`config.mk`:
```
export PLATFORM = sky130hd
export DESIGN_NAME = mem_arbiter_flat
export DESIGN_NICKNAME = d
export VERILOG_FILES = /design/src/rtl/mem_pkg.sv /design/src/rtl/mem_arbiter_if.sv /design/src/rtl/mem_rr_pick.sv /design/src/rtl/mem_arbiter.sv /design/src/flat_wrapper.sv
export SDC_FILE = /design/constraint.sdc
export NUM_CORES = 1
export LEC_CHECK = 0
export BUFFER_PORTS_ARGS = -buffer_cell sky130_fd_sc_hd__buf_4
export CAP_MARGIN = 10
export CORE_ASPECT_RATIO = 0.6
export CORE_UTILIZATION = 41
export CTS_CLUSTER_DIAMETER = 80
export DETAILED_ROUTE_END_ITERATION = 7
export GPL_ROUTABILITY_DRIVEN = 0
export PLACE_DENSITY = 0.74
export SYNTH_ARGS = -nofsm -noshare
export SYNTH_HDL_FRONTEND = slang
export SYNTH_SLANG_ARGS = --single-unit
export TNS_END_PERCENT = 50
```
`constraint.sdc`:
```
create_clock -name clk -period 1.3 [get_ports clk]
set_input_delay 0 -clock clk [delete_from_list [all_inputs] [get_ports clk]]
set_output_delay 0 -clock clk [all_outputs]
set_load 0.01 [all_outputs]
```
`src/rtl/mem_pkg.sv`:
```
// mem_pkg: shared state/op encodings and default widths for the memory arbiter
package mem_pkg;
   typedef enum logic [1:0] {IDLE, BUSY, DONE} state_t;
   localparam logic OP_READ = 1'b0;
   localparam logic OP_WRITE = 1'b1;
   localparam int AW = 4;
   localparam int DW = 8;
endpackage

```
`src/rtl/mem_arbiter_if.sv`:
```
// mem_arbiter_if: requester ports plus memory-controller command/response lines
interface mem_arbiter_if #(parameter int AW = mem_pkg::AW, parameter int DW = mem_pkg::DW);
   logic req0, req1, op0, op1;
   logic [AW-1:0] addr0, addr1, mem_addr;
   logic [DW-1:0] wdata0, wdata1, mem_wdata, mem_rdata, rdata;
   logic gnt0, gnt1, done0, done1, err, mem_sel, mem_op, mem_valid;
   modport master (
      input req0, req1, op0, op1, addr0, addr1, wdata0, wdata1, mem_rdata, mem_valid,
      output gnt0, gnt1, done0, done1, rdata, err, mem_sel, mem_op, mem_addr, mem_wdata
   );
   modport slave (
      output req0, req1, op0, op1, addr0, addr1, wdata0, wdata1, mem_rdata, mem_valid,
      input gnt0, gnt1, done0, done1, rdata, err, mem_sel, mem_op, mem_addr, mem_wdata
   );
endinterface

```
`src/rtl/mem_rr_pick.sv`:
```
// mem_rr_pick: two-way round-robin picker; the pointer only matters on contention
module mem_rr_pick (
   input logic req0,
   input logic req1,
   input logic ptr,
   output logic [1:0] pick,
   output logic any
);
   // one-hot pick: a lone request always wins, ptr breaks ties
   always_comb begin
      pick = {req1 && (!req0 || ptr), req0 && (!req1 || !ptr)};
      any = req0 || req1;
   end
endmodule

```
`src/rtl/mem_arbiter.sv`:
```
// mem_arbiter: round-robin two-port sequencer with timeout in front of the memory controller
module mem_arbiter import mem_pkg::*; #(parameter int TIMEOUT = 15) (
   input logic clk,
   input logic reset,
   mem_arbiter_if.master bus
);
   localparam int CW = $clog2(TIMEOUT + 1);
   localparam logic [CW-1:0] TLIM = CW'(TIMEOUT);
   state_t state, state_n;
   logic ptr, own, any, grant, ok, tmo, fin;
   logic [1:0] pick;
   logic [CW-1:0] cnt;

   mem_rr_pick u_pick (.req0(bus.req0), .req1(bus.req1), .ptr(ptr), .pick(pick), .any(any));

   // grant/finish events and next state; a valid ack wins over a same-cycle timeout
   always_comb begin
      grant = state == IDLE && any;
      ok = state == BUSY && bus.mem_valid;
      tmo = state == BUSY && !bus.mem_valid && cnt + 1'b1 == TLIM;
      fin = ok || tmo;
      state_n = grant ? BUSY : fin ? DONE : state == DONE ? IDLE : state;
   end

   // state, counter, owner, pointer and every registered output
   always_ff @(posedge clk) begin
      if (reset) begin
         state <= IDLE;
         ptr <= 1'b0;
         own <= 1'b0;
         cnt <= '0;
         bus.gnt0 <= 1'b0;
         bus.gnt1 <= 1'b0;
         bus.done0 <= 1'b0;
         bus.done1 <= 1'b0;
         bus.err <= 1'b0;
         bus.rdata <= '0;
         bus.mem_sel <= 1'b0;
         bus.mem_op <= 1'b0;
         bus.mem_addr <= '0;
         bus.mem_wdata <= '0;
      end else begin
         state <= state_n;
         cnt <= grant ? '0 : (state == BUSY && cnt != TLIM) ? cnt + 1'b1 : cnt;
         if (grant) begin
            own <= pick[1];
            bus.mem_op <= pick[1] ? bus.op1 : bus.op0;
            bus.mem_addr <= pick[1] ? bus.addr1 : bus.addr0;
            bus.mem_wdata <= pick[1] ? bus.wdata1 : bus.wdata0;
         end
         if (state == DONE) ptr <= !own;
         if (ok && bus.mem_op == OP_READ) bus.rdata <= bus.mem_rdata;
         bus.mem_sel <= grant || (state == BUSY && !fin);
         bus.gnt0 <= grant ? pick[0] : state != DONE && bus.gnt0;
         bus.gnt1 <= grant ? pick[1] : state != DONE && bus.gnt1;
         bus.done0 <= fin && !own;
         bus.done1 <= fin && own;
         bus.err <= tmo;
      end
   end
endmodule

```
`src/flat_wrapper.sv`:
```
// flat-port wrapper written by rule: the top's interface ports become plain ports
module mem_arbiter_flat import mem_pkg::*;
#(parameter int TIMEOUT = 15)
  (clk, reset, bus_req0, bus_req1, bus_op0, bus_op1, bus_addr0, bus_addr1, bus_wdata0, bus_wdata1, bus_mem_rdata, bus_mem_valid, bus_gnt0, bus_gnt1, bus_done0, bus_done1, bus_rdata, bus_err, bus_mem_sel, bus_mem_op, bus_mem_addr, bus_mem_wdata);
  mem_arbiter_if #(.AW(4), .DW(8)) bus_i ();
  input logic clk;
  input logic reset;
  input wire logic [$bits(bus_i.req0)-1:0] bus_req0;
  input wire logic [$bits(bus_i.req1)-1:0] bus_req1;
  input wire logic [$bits(bus_i.op0)-1:0] bus_op0;
  input wire logic [$bits(bus_i.op1)-1:0] bus_op1;
  input wire logic [$bits(bus_i.addr0)-1:0] bus_addr0;
  input wire logic [$bits(bus_i.addr1)-1:0] bus_addr1;
  input wire logic [$bits(bus_i.wdata0)-1:0] bus_wdata0;
  input wire logic [$bits(bus_i.wdata1)-1:0] bus_wdata1;
  input wire logic [$bits(bus_i.mem_rdata)-1:0] bus_mem_rdata;
  input wire logic [$bits(bus_i.mem_valid)-1:0] bus_mem_valid;
  output wire logic [$bits(bus_i.gnt0)-1:0] bus_gnt0;
  output wire logic [$bits(bus_i.gnt1)-1:0] bus_gnt1;
  output wire logic [$bits(bus_i.done0)-1:0] bus_done0;
  output wire logic [$bits(bus_i.done1)-1:0] bus_done1;
  output wire logic [$bits(bus_i.rdata)-1:0] bus_rdata;
  output wire logic [$bits(bus_i.err)-1:0] bus_err;
  output wire logic [$bits(bus_i.mem_sel)-1:0] bus_mem_sel;
  output wire logic [$bits(bus_i.mem_op)-1:0] bus_mem_op;
  output wire logic [$bits(bus_i.mem_addr)-1:0] bus_mem_addr;
  output wire logic [$bits(bus_i.mem_wdata)-1:0] bus_mem_wdata;
  assign bus_i.req0 = bus_req0;
  assign bus_i.req1 = bus_req1;
  assign bus_i.op0 = bus_op0;
  assign bus_i.op1 = bus_op1;
  assign bus_i.addr0 = bus_addr0;
  assign bus_i.addr1 = bus_addr1;
  assign bus_i.wdata0 = bus_wdata0;
  assign bus_i.wdata1 = bus_wdata1;
  assign bus_i.mem_rdata = bus_mem_rdata;
  assign bus_i.mem_valid = bus_mem_valid;
  assign bus_gnt0 = bus_i.gnt0;
  assign bus_gnt1 = bus_i.gnt1;
  assign bus_done0 = bus_i.done0;
  assign bus_done1 = bus_i.done1;
  assign bus_rdata = bus_i.rdata;
  assign bus_err = bus_i.err;
  assign bus_mem_sel = bus_i.mem_sel;
  assign bus_mem_op = bus_i.mem_op;
  assign bus_mem_addr = bus_i.mem_addr;
  assign bus_mem_wdata = bus_i.mem_wdata;
  mem_arbiter #(.TIMEOUT(TIMEOUT)) u_core (.clk(clk), .reset(reset), .bus(bus_i));
endmodule
```
# Word-level counts from Yosys, hierarchy flattened
# Cells that the tools add are included.
[word_totals]
out_inout_bits = 27
input_bits = 39
regBits = 35
word_cells = 58
[classes]
muxes = 8
bitwise_logic = 1
n_eq_ne = 5
n_reduce_logical = 28
n_addsub = 1
[ops]
columns = ["cell", "n"]
rows = [
  ["logical AND 1 bit", 13],
  ["two-way mux 8 bit", 1],
  ["zero test 1 bit", 6],
  ["logical OR 1 bit", 5],
  ["adder 4 x 1 -> 4 bit, second input constant", 1],
  ["== test 4 bit, second input constant", 1],
  ["two-way mux 1 bit", 4],
  ["two-way mux 2 bit", 2],
  ["two-way mux 4 bit", 1],
  ["!= test 4 bit, second input constant", 1],
  ["nonzero test 3 bit", 1],
  ["== test 2 x 1 -> 1 bit, second input constant", 1],
  ["== test 2 bit, second input constant", 1],
  ["zero test 2 bit", 1],
  ["!= test 2 bit, second input constant", 1],
  ["nonzero test 2 bit", 1],
  ["OR reduction 2 bit", 1],
  ["inverter 1 bit", 1],
]

# Logic depth before layout (Yosys ltp)
# Gate-level depths: netlist of run 1.
[depth]
depth_word = 7
depth_mapped = 5
ltp_nobuf = 5

# By module
# A second synthesis of run 1 with hierarchy kept.
[unflattened]
hier_cells = 154
area_unflattened_um2 = 1496.4
[modules_own_cells]
columns = ["module", "n_inst", "area_per_inst_um2", "seq_area_each_um2", "cells_per_inst"]
rows = [
  ["mem_arbiter", 1, 1471.4, 700.7, 150],
  ["mem_rr_pick", 1, 25.0, 0.0, 4],
]

# Least setup slack after synthesis of run 1
# Ideal clock, no wire load.
[synth_timing]
kind = "flip-flop to flip-flop"
from = "register u_core.cnt[0]"
to = "register u_core.bus.mem_sel"
required_ps = 1184
path_stages_with_launch = 5
setup_ps = 116
t_arrival_ps = 1108
period_less_slack_ps = 1224
path_slack_ps = 76
path_buffers = 0
path_cell_list = "dfxtp_1 > ha_1 > xor2_1 > nand4_2 > and3b_1"
[synth_between]
elab_chain_len = 7
[synth_rtl]
columns = ["item", "line", "text"]
rows = [
  ["start, declared", "mem_arbiter.sv:12", "logic [CW-1:0] cnt;"],
  ["start signal, assigned", "mem_arbiter.sv:44", "cnt <= grant ? '0 : (state == BUSY && cnt != TLIM) ? cnt + 1'b1 : cnt;"],
  ["adder 4 x 1 -> 4 bit", "mem_arbiter.sv:20", "tmo = state == BUSY && !bus.mem_valid && cnt + 1'b1 == TLIM;"],
  ["== test 4 bit", "mem_arbiter.sv:20", ""],
  ["logical AND 1 bit", "mem_arbiter.sv:20", ""],
  ["logical OR 1 bit", "mem_arbiter.sv:21", "fin = ok || tmo;"],
  ["zero test 1 bit", "mem_arbiter.sv:53", "bus.mem_sel <= grant || (state == BUSY && !fin);"],
  ["logical AND 1 bit", "mem_arbiter.sv:53", ""],
  ["logical OR 1 bit", "mem_arbiter.sv:53", ""],
  ["end signal, assigned", "mem_arbiter.sv:53", ""],
  ["end, declared", "mem_arbiter_if.sv:9", "output gnt0, gnt1, done0, done1, rdata, err, mem_sel, mem_op, mem_addr, mem_wdata"],
]
# Every way passes these cells.
# A chain may end at the register's enable or synchronous reset.

# Final worst setup path of run 1
[layout_timing]
from = "register u_core.state[0]"
to = "register u_core.bus.rdata[0]"
[layout_between]
elab_chain_len = 3
[layout_rtl]
columns = ["item", "line", "text"]
rows = [
  ["start, declared", "mem_arbiter.sv:9", "state_t state, state_n;"],
  ["start signal, assigned", "mem_arbiter.sv:43", "state <= state_n;"],
  ["== test 2 x 1 -> 1 bit", "mem_arbiter.sv:19", "ok = state == BUSY && bus.mem_valid;"],
  ["logical AND 1 bit", "mem_arbiter.sv:19", ""],
  ["logical AND 1 bit", "mem_arbiter.sv:52", "if (ok && bus.mem_op == OP_READ) bus.rdata <= bus.mem_rdata;"],
  ["end signal, assigned", "mem_arbiter.sv:52", ""],
  ["end, declared", "mem_arbiter_if.sv:9", ""],
]
# Every way passes these cells.

==> results of run 1 <==
## tightest hold or removal path, cell delays in order
cell,delay [ps]
buf_4,80
mux2i_1,60
o21ai_1,110
## cells by family after synthesis
kind of cell | Yosys count | share of synthesized area
simple gates | 48 | 0.167
flops | 35 | 0.480
compound gates | 31 | 0.131
mux | 21 | 0.144
buf+inv | 10 | 0.0369
xor+xnor | 3 | 0.0232
fa+ha+maj | 2 | 0.0171
## routing by layer
| metal | up-vias | track usage | routed length [µm] |
|---|---|---|---|
| met5 | - | 0 | 0 |
| met4 | 0 | 0.0982 | 70 |
| met3 | 9 | 0.0804 | 364 |
| met2 | 71 | 0.374 | 1840 |
| met1 | 637 | 0.225 | 1590 |
| li1 | 701 | - | - |
## power groups by stage
stage	Clock (mW)	Combinational, mW	Sequential (mW)
2_1_floorplan	0	0.195	1.24
3_3_place_gp	0	0.434	1.21
3_5_place_dp	0	0.455	1.22
4_1_cts	0.860	0.515	1.20
5_1_grt	0.916	0.562	1.21
6_report	0.840	0.521	1.20
## through the flow
stage	power [mW]	instance area [µm²]	cells
after floorplan	1.43	1460	150
final	2.56	2390	288
after detailed placement	1.67	2010	258
after CTS	2.57	2350	288
after global routing	2.68	2390	288
after global placement	1.65	2010	258
## layout by cell type (no fill, tap or decap), types with 2 or more instances in the layout
| master | n |
|---|---|
| dfxtp_2 | 3 |
| dfxtp_1 | 31 |
| dlygate4sd3_1 | 22 |
| inv_1 | 3 |
| nand2_1 | 17 |
| nor2_1 | 14 |
| o21ai_1 | 14 |
| buf_4 | 67 |
| mux2i_1 | 21 |
| o21ai_0 | 3 |
| clkbuf_8 | 7 |
| nor2b_1 | 2 |
| a211oi_1 | 4 |
| nand3b_1 | 2 |
| a21oi_1 | 3 |
| nand2b_1 | 2 |
## area by class of cell
class,instances,area [µm²],share of cell area
Timing Repair Buffer,91,754,0.315
Tap cell,45,56.3,0.0235
Clock buffer,8,100,0.0418
Inverter,4,15.0,0.00628
Sequential cell,35,708,0.296
Multi-Input combinational cell,105,758,0.317
## worst max path at each step
stage | endpoint | slack, ps | cells after the start
after floorplan | u_core.bus.mem_sel$_SDFF_PP0_ | 80 | 4
after global placement | u_core.bus.rdata[1]$_SDFFE_PP0P_ | -10 | 4
after detailed placement | u_core.bus.rdata[0]$_SDFFE_PP0P_ | -100 | 4
after CTS | u_core.bus.done0$_SDFF_PP0_ | -8 | 4
after global routing | u_core.bus.done0$_SDFF_PP0_ | -30 | 4
final | u_core.bus.rdata[0]$_SDFFE_PP0P_ | 40 | 4
## what timing repair did
action                     4_1_cts  5_1_grt
buffers inserted                 0        0
pin swaps                        2        0
setup endpoints to repair       26       28
hold buffers                    22        0
gates resized for setup          4       10
hold endpoints to repair        17        0
## state kept, by name (all words and copies together) (netlist names), 2 cells and up
signal	count
u_core.bus.mem_wdata	8
u_core.state	2
u_core.cnt	4
u_core.bus.mem_addr	4
u_core.bus.rdata	8
==> flow_summary.yaml, run 1 <==
synth:
  yosysMostFrequentCell: "dfxtp_1"
  ys.flop_type: "dfxtp_1"
  syn_area_per_cell_um2: 9.73
  ys_top_cells_by_area: "dfxtp_1 48%, mux2i_1 14%, o21ai_1 4.8%"
  ys_seq_area_frac: 0.480
  synth_edf_count: 0
  async_flop_share: 0
  syn_area_um2: 1460
  ys_ff_latch: 35
  yosys_warnings: 0
  yosysTopAreaCell: "dfxtp_1"
  netlist_top_cells_count: "35 x dfxtp_1, 21 x mux2i_1, 18 x nand2_1"
  syn_inst: 150
  synth_cell_type_count: 39
  synth.top_cell.area_share: 0.480
  syn_nets: 191
worst_setup_path:
  setup.worst_path.end_class: "register"
  slowest_stage: "dfxtp_2"
  cp-start-kind: "register"
  reg2reg_to: "u_core.bus.rdata[0]$_SDFFE_PP0P_"
  rr_worst_depth: 4
  crit_required_ps: 1470
  cp-startpoint: "u_core.state[0]$_SDFFE_PP0P_"
  crit_chain: "nor4b_4, buf_6, mux2i_1, nor2_1"
  crit_type: "reg2reg"
  r2r_start: "u_core.state[0]$_SDFFE_PP0P_"
  cpPeakStageDelay_ps: 420
  cp_top_family: "flip-flops"
  critPathBufInv: 1
  critPathArrivalTime_ps: 1420
  path_max_fanout: 9
  r2r_slack_ps: 40
sta:
  finClkSkew_ps: 2.55
  fmax_mhz: 796
  period_share: 0.967
  rsz0062_at_grt: "yes"
  drv_slew: 0
  finalSetupTns_ps: 0
  hold_viol_final: 0
  setup_viol: 0
  layout_setup_ws_ps: 43.4
  worst_slew_pin_slew_ps: 368
  post-route-min-period_ps: 1260
  whs_ps: 4.03
  timing.slew.headroom: 0.754
floorplan:
  die_height_um: 48.2
  initial_core_util: 0.439
  pin_count: 66
  die_area_um2: 3810
  num_rows: 16
  core-area_um2: 3320
  die_w_um: 79.0
layout:
  drive_gt1_frac: 0.379
  finalNetCount: 283
  n_antenna_cell: 0
  utilization: 0.720
  area_growth_pct: 64.0
  nFillCells: 233
pwr:
  peakVddDrop_mv: 0.744
  pwr-share-comb: 0.203
  p_per_area_nw_per_um2: 1070
  power_switching_mw: 0.636
  p_leak_nw: 1.10
  swShare: 0.248
  power.internal_mw: 1.92
  pwr-share-seq: 0.468
  clock_power_share: 0.328
routing:
  dr.pass1.iters: 4
  drt.antenna.violating_nets: 0
  drt-vias-per-instance: 4.92
  routedWlPerCell_um: 13.4
  drt_iter0_markers: 26
  drt-total-wl_um: 3860
  drc: 0
  num_vias: 1418
min_path:
  worstHoldEndpoint: "u_core.bus.mem_addr[3]$_SDFFE_PP0P_"
  hold-path-cell-count: 3
  hold_start: "bus_addr0[3]"
  hp-class: "in2reg"
cts:
  clk_pin_slew_ps: 70
  cts_buffers: 5
  clock-root-buffer: "clkbuf_8"
  cts_tree: "done"
  cts_sinks: 35
  cts_max_level: 2
  clock_latency_ps: 280
  cts_buffer_depth: 2
place:
  place_ws_ps: -97.1
  io_buffers: 65
  dp.final_hpwl_um: 2750
global_route:
  antenna_found_initial: 0
  grt_max_degree: 19
  track_usage: 0.207
  grt_pass1_wl_um: 5730
  overflow: 0
  first_global_vias: 1338
flow_run:
  drv_cap: 0
status:
  status: "finished clean"
(Power assumes the default switching activity.)
==> inputs of run 2 (changes only) <==
--- a/config.mk
+++ b/config.mk
@@ -5,10 +5,11 @@
 export SDC_FILE = /design/constraint.sdc
 export NUM_CORES = 1
 export LEC_CHECK = 0
+export ABC_AREA = 1
 export BUFFER_PORTS_ARGS = -buffer_cell sky130_fd_sc_hd__buf_4
 export CAP_MARGIN = 10
 export CORE_ASPECT_RATIO = 0.6
-export CORE_UTILIZATION = 41
+export CORE_UTILIZATION = 42
 export CTS_CLUSTER_DIAMETER = 80
 export DETAILED_ROUTE_END_ITERATION = 7
 export GPL_ROUTABILITY_DRIVEN = 0
==> run 2 against run 1 <==
Combinational power increased by 41%; setup slack improved by 53 ps; synthesized cell count grew 44%; hold slack improved by 22 ps; non-clock buffer count down 7; core utilization is 2.7 points lower; clock power down 6.8%; sequential power is 4% higher; total power rose by 8.2%; maximum frequency rose by 4.4%; global-route usage is 0.37 points higher; critical path type unchanged; critical endpoint is now u_core.bus.done0$_SDFF_PP0_; largest power group unchanged; highest routed layer unchanged.
==> flow_summary.yaml, run 2 <==
sta:
  setup_viol: 0
  whs_ps: 26.1
  hold_viol_final: 0
  finalSetupTns_ps: 0
  post-route-min-period_ps: 1200
  worst_slew_pin_slew_ps: 343
  timing.slew.headroom: 0.771
  layout_setup_ws_ps: 96.7
  finClkSkew_ps: 4.31
  fmax_mhz: 831
  drv_slew: 0
  period_share: 0.926
synth:
  synth.top_cell.area_share: 0.443
  syn_inst: 216
  netlist_top_cells_count: "58 x nand2_1, 35 x dfxtp_1, 25 x inv_1"
  async_flop_share: 0
  ys_top_cells_by_area: "dfxtp_1 44%, nand2_1 14%, o21ai_0 7.0%"
  syn_area_per_cell_um2: 7.32
  synth_cell_type_count: 23
  yosys_warnings: 0
  ys_ff_latch: 35
  yosysTopAreaCell: "dfxtp_1"
  ys.flop_type: "dfxtp_1"
  synth_edf_count: 0
  yosysMostFrequentCell: "nand2_1"
  syn_area_um2: 1580
  syn_nets: 257
  ys_seq_area_frac: 0.443
pwr:
  pwr-share-comb: 0.265
  clock_power_share: 0.283
  p_leak_nw: 1.20
  swShare: 0.305
  pwr-share-seq: 0.453
  p_per_area_nw_per_um2: 1170
  power.internal_mw: 1.93
  power.total_mw: 2.77
  peakVddDrop_mv: 0.671
  power_switching_mw: 0.844
global_route:
  first_global_vias: 1410
  track_usage: 0.210
  antenna_found_initial: 0
  overflow: 0
  grt_max_degree: 30
  grt_pass1_wl_um: 6300
routing:
  drt_iter0_markers: 133
  dr.pass1.iters: 4
  drt-total-wl_um: 3990
  drt.antenna.violating_nets: 0
  num_vias: 1591
  drc: 0
  routedWlPerCell_um: 11.6
  drt-vias-per-instance: 4.61
status:
  status: "finished clean"
cts:
  clock-root-buffer: "clkbuf_8"
  clk_pin_slew_ps: 70
  cts_tree: "done"
  clock_latency_ps: 290
  cts_buffers: 5
  cts_max_level: 2
  cts_buffer_depth: 2
  cts_sinks: 35
worst_setup_path:
  crit_end: "u_core.bus.done0$_SDFF_PP0_"
  reg2reg_to: "u_core.bus.done0$_SDFF_PP0_"
  r2r_start: "u_core.cnt[0]$_SDFFE_PP0P_"
  crit_type: "reg2reg"
  cp-start-kind: "register"
  setup.worst_path.end_class: "register"
  rr_worst_depth: 8
  r2r_slack_ps: 100
  cp_top_family: "simple AND/OR/NAND/NOR gates"
  crit_chain: "inv_1, ha_1, inv_1, nor2_1, nand3_4, nand2_2, nand2_1, nor2_1"
  path_max_fanout: 5
  critPathArrivalTime_ps: 1440
  slowest_stage: "dfxtp_2"
  path_depth: 8
  crit_required_ps: 1530
  cp-startpoint: "u_core.cnt[0]$_SDFFE_PP0P_"
  critPathBufInv: 2
  cpPeakStageDelay_ps: 350
layout:
  drive_gt1_frac: 0.333
  area_growth_pct: 50.1
  finalNetCount: 340
  largestRegisters: "u_core.bus.mem_wdata: 8 flops, u_core.bus.rdata: 8 flops"
  final_common_cell: "buf_4"
  multi_input_area_um2: 726
  seqCellArea_um2: 708
  nFillCells: 291
  finalInstanceArea_um2: 2370
  n_antenna_cell: 0
  final_cell_mix: "71 x buf_4, 57 x nand2_1, 31 x dfxtp_1"
floorplan:
  pin_count: 66
  initial_core_util: 0.462
  die_height_um: 49.5
  num_rows: 16
  core-area_um2: 3420
  die_area_um2: 4020
  die_w_um: 81.2
min_path:
  hp-class: "in2reg"
flow_run:
  drv_cap: 0
place:
  io_buffers: 65
  dp.final_hpwl_um: 2720
  placed_area_um2: 2120
  place_ws_ps: 44.3
-- run 2: how the worst min path moves through the flow --
stage,start,slack [ps],cells after the start,endpoint
floorplan,bus_mem_rdata[0],130,2,u_core.bus.rdata[0]$_SDFFE_PP0P_
global placement,bus_mem_rdata[3],220,3,u_core.bus.rdata[3]$_SDFFE_PP0P_
detailed placement,bus_mem_rdata[3],230,3,u_core.bus.rdata[3]$_SDFFE_PP0P_
CTS,bus_wdata0[7],20,5,u_core.bus.mem_wdata[7]$_SDFFE_PP0P_
global route,bus_mem_valid,60,4,u_core.bus.err$_SDFF_PP0_
finish,bus_wdata0[2],30,5,u_core.bus.mem_wdata[2]$_SDFFE_PP0P_
-- run 2: final cells by class --
cell class	instances	area share
multi-input combinational	145	0.306
sequential	35	0.298
timing repair buffer	84	0.292
inverter	28	0.0443
clock buffer	6	0.0306
tap	45	0.0237
clock inverter	2	0.00527
-- run 2: repair_timing --
item	CTS	global route
endpoints found under the setup margin	0	17
setup buffers	0	5
gates resized for setup	0	8
hold buffers	10	0
endpoints found under the hold margin	13	0
-- run 2: per-stage QoR --
| step | std cells | util |
|---|---|---|
| after floorplan | 216 | - |
| after global placement | 322 | 0.618 |
| after detailed placement | 322 | 0.618 |
| after CTS | 340 | 0.672 |
| after global routing | 345 | 0.693 |
| final | 345 | 0.693 |
-- run 2: routing by layer --
metal / vias to the layer above / share of wire / routed length [µm] / GRT usage
met1: 690 / 0.51 / 2030 / 0.316
li1: 845 / - / - / -
met2: 51 / 0.41 / 1640 / 0.277
met3: 5 / 0.073 / 290 / 0.0685
met5: - / 0 / 0 / 0
met4: 0 / 0.0080 / 32 / 0.0625
-- run 2: worst register-to-register path: stages (launching register included) --
cell	delay, ps
dfxtp_2	350
inv_1	100
ha_1	170
inv_1	50
nor2_1	160
nand3_4	120
nand2_2	70
nand2_1	50
nor2_1	80
-- run 2: cell families (layout without fill, tap and decap cells) --
group / count (synthesis) / after routing / share of synthesized area
flip-flops: 35 / 35 / 0.443
AND/OR/NAND/NOR: 110 / 110 / 0.317
buffers and inverters: 36 / 120 / 0.108
AO/OA/AOI/OAI: 33 / 33 / 0.116
adder cells (fa/ha/maj): 2 / 2 / 0.0158
-- run 2: power by group through the flow --
stage,Clock [mW],Combinational (mW),Sequential [mW]
6_report,0.783,0.733,1.25
4_1_cts,0.786,0.690,1.25
2_1_floorplan,0,0.320,1.31
3_3_place_gp,0,0.658,1.27
5_1_grt,0.830,0.807,1.27
3_5_place_dp,0,0.665,1.27
==> inputs of run 3 (changes only) <==
--- a/config.mk
+++ b/config.mk
@@ -10,6 +10,7 @@
 export CAP_MARGIN = 10
 export CORE_ASPECT_RATIO = 0.6
 export CORE_UTILIZATION = 42
+export CTS_BUF_LIST = sky130_fd_sc_hd__clkbuf_16
 export CTS_CLUSTER_DIAMETER = 80
 export DETAILED_ROUTE_END_ITERATION = 7
 export GPL_ROUTABILITY_DRIVEN = 0
@@ -17,4 +18,4 @@
 export SYNTH_ARGS = -nofsm -noshare
 export SYNTH_HDL_FRONTEND = slang
 export SYNTH_SLANG_ARGS = --single-unit
-export TNS_END_PERCENT = 50
+export TNS_END_PERCENT = 20
==> run 3 against run 2 <==
Clock power up 44%; largest cell class unchanged; critical endpoint unchanged; first-iteration DRC count shrank 62%; count of clock-buffer cells in the layout shrank 1.
==> flow_summary.yaml, run 3 (synthesis gave the netlist of run 2 again) <==
status:
  status: "finished clean"
sta:
  finClkSkew_ps: 2.30
  fmax_mhz: 814
  worst_slew_pin_slew_ps: 212
  hold_viol_final: 0
  period_share: 0.945
  drv_slew: 0
  timing.slew.headroom: 0.857
  post-route-min-period_ps: 1230
  setup_viol: 0
routing:
  drt-total-wl_um: 4050
  routedWlPerCell_um: 11.8
  num_vias: 1593
  drt.antenna.violating_nets: 0
  dr.pass1.iters: 4
  drc: 0
  drt-vias-per-instance: 4.64
  drt_iter0_markers: 50
floorplan:
  core-area_um2: 3420
  die_area_um2: 4020
  die_w_um: 81.2
  die_height_um: 49.5
  num_rows: 16
  pin_count: 66
  initial_core_util: 0.462
cts:
  cts_max_level: 2
  clock-root-buffer: "clkbuf_16"
  cts_buffer_depth: 2
  clk_pin_slew_ps: 50
  cts_buffers: 5
  cts_sinks: 35
  clock_latency_ps: 280
  cts_tree: "done"
worst_setup_path:
  crit_required_ps: 1510
  critPathArrivalTime_ps: 1440
  rr_worst_depth: 8
  cp-start-kind: "register"
  crit_chain: "ha_4, nand2_2, nand2_2, nor2_4, nand3_4, nand2_2, nand2_1, nor2_1"
  slowest_stage: "dfxtp_4"
  r2r_slack_ps: 70
  cpPeakStageDelay_ps: 370
  reg2reg_to: "u_core.bus.done0$_SDFF_PP0_"
  crit_top_cell: "nand2_2"
  crit_end: "u_core.bus.done0$_SDFF_PP0_"
  path_max_fanout: 5
  crit_type: "reg2reg"
  cp-startpoint: "u_core.cnt[1]$_SDFFE_PP0P_"
  r2r_start: "u_core.cnt[1]$_SDFFE_PP0P_"
  setup.worst_path.end_class: "register"
global_route:
  overflow: 0
  antenna_found_initial: 0
  grt_max_degree: 30
  track_usage: 0.213
  first_global_vias: 1426
  grt_pass1_wl_um: 6370
layout:
  n_antenna_cell: 0
  final_cell_mix: "70 x buf_4, 56 x nand2_1, 31 x dfxtp_1"
  finalNetCount: 338
  nFillCells: 278
  utilization: 0.711
  area_growth_pct: 53.9
  largestRegisters: "u_core.bus.mem_wdata: 8 flops, u_core.bus.rdata: 8 flops"
  drive_gt1_frac: 0.346
  final_common_cell: "buf_4"
flow_run:
  drv_cap: 0
pwr:
  clock_power_share: 0.361
  peakVddDrop_mv: 0.920
  pwr-share-comb: 0.237
  p_leak_nw: 1.22
  power.total_mw: 3.13
  p_per_area_nw_per_um2: 1280
  pwr-share-seq: 0.402
  power.internal_mw: 2.25
  power_switching_mw: 0.873
  swShare: 0.279
place:
  dp.final_hpwl_um: 2720
  io_buffers: 65
min_path:
  hp-class: "in2reg"
[run 3: metal layers]
metal  GRT usage  vias up  part of all wire
met3      0.0685        8             0.067
li1            -      841                 -
met4      0.0714        0             0.012
met2       0.284       49              0.41
met1       0.316      695              0.51
met5           0        -                 0
[run 3: worst max-delay path: cells and delay by family (launching register included)]
kind | cells | cell delay, ps
adders and majority gates | 1 | 160
and+or+nand+nor | 7 | 640
DFF | 1 | 370
[run 3: worst min-delay path by stage]
stage                                       end  slack, ps             start  depth (start not counted)
6_report             u_core.bus.gnt0$_SDFF_PP0_         20          bus_req0                          3
5_1_grt              u_core.bus.gnt0$_SDFF_PP0_         50          bus_req0                          3
4_1_cts              u_core.bus.gnt0$_SDFF_PP0_         20          bus_req0                          3
3_5_place_dp   u_core.bus.rdata[3]$_SDFFE_PP0P_        230  bus_mem_rdata[3]                          3
3_3_place_gp   u_core.bus.rdata[3]$_SDFFE_PP0P_        220  bus_mem_rdata[3]                          3
2_1_floorplan  u_core.bus.rdata[0]$_SDFFE_PP0P_        130  bus_mem_rdata[0]                          2
[run 3: final cells by class]
type	instances	area, µm²	area share
Clock buffer	5	125	0.0514
Clock inverter	3	16.3	0.00668
Inverter	28	109	0.0447
Multi-Input combinational cell	145	743	0.305
Sequential cell	35	708	0.291
Tap cell	45	56.3	0.0231
Timing Repair Buffer	82	676	0.278
[run 3: power groups by stage]
stage	Combinational (mW)	Clock [mW]	Sequential, mW
after global routing	0.815	1.19	1.27
after detailed placement	0.665	0	1.27
after floorplan	0.320	0	1.31
after global placement	0.658	0	1.27
final	0.740	1.13	1.26
after CTS	0.690	1.15	1.25
[run 3: stage by stage]
stage	instance area [µm²]	instances	TNS (ps)	hold WS (ps)	setup slack, ps
final	2430	343	0	21.7	71.9
after global routing	2430	343	-45.2	49.1	-42.5
after CTS	2350	339	0	18.5	24.9
after detailed placement	2120	322	0	230	44.3
after global placement	2120	322	0	220	89.7
after floorplan	1580	216	0	135	178
[run 3: repair_timing]
| item | 4_1_cts | 5_1_grt |
|---|---|---|
| hold buffers | 9 | 0 |
| endpoints found under the setup margin | 0 | 18 |
| hold endpoints to repair | 12 | 0 |
| buffers inserted | 0 | 4 |
| resized for setup | 0 | 13 |
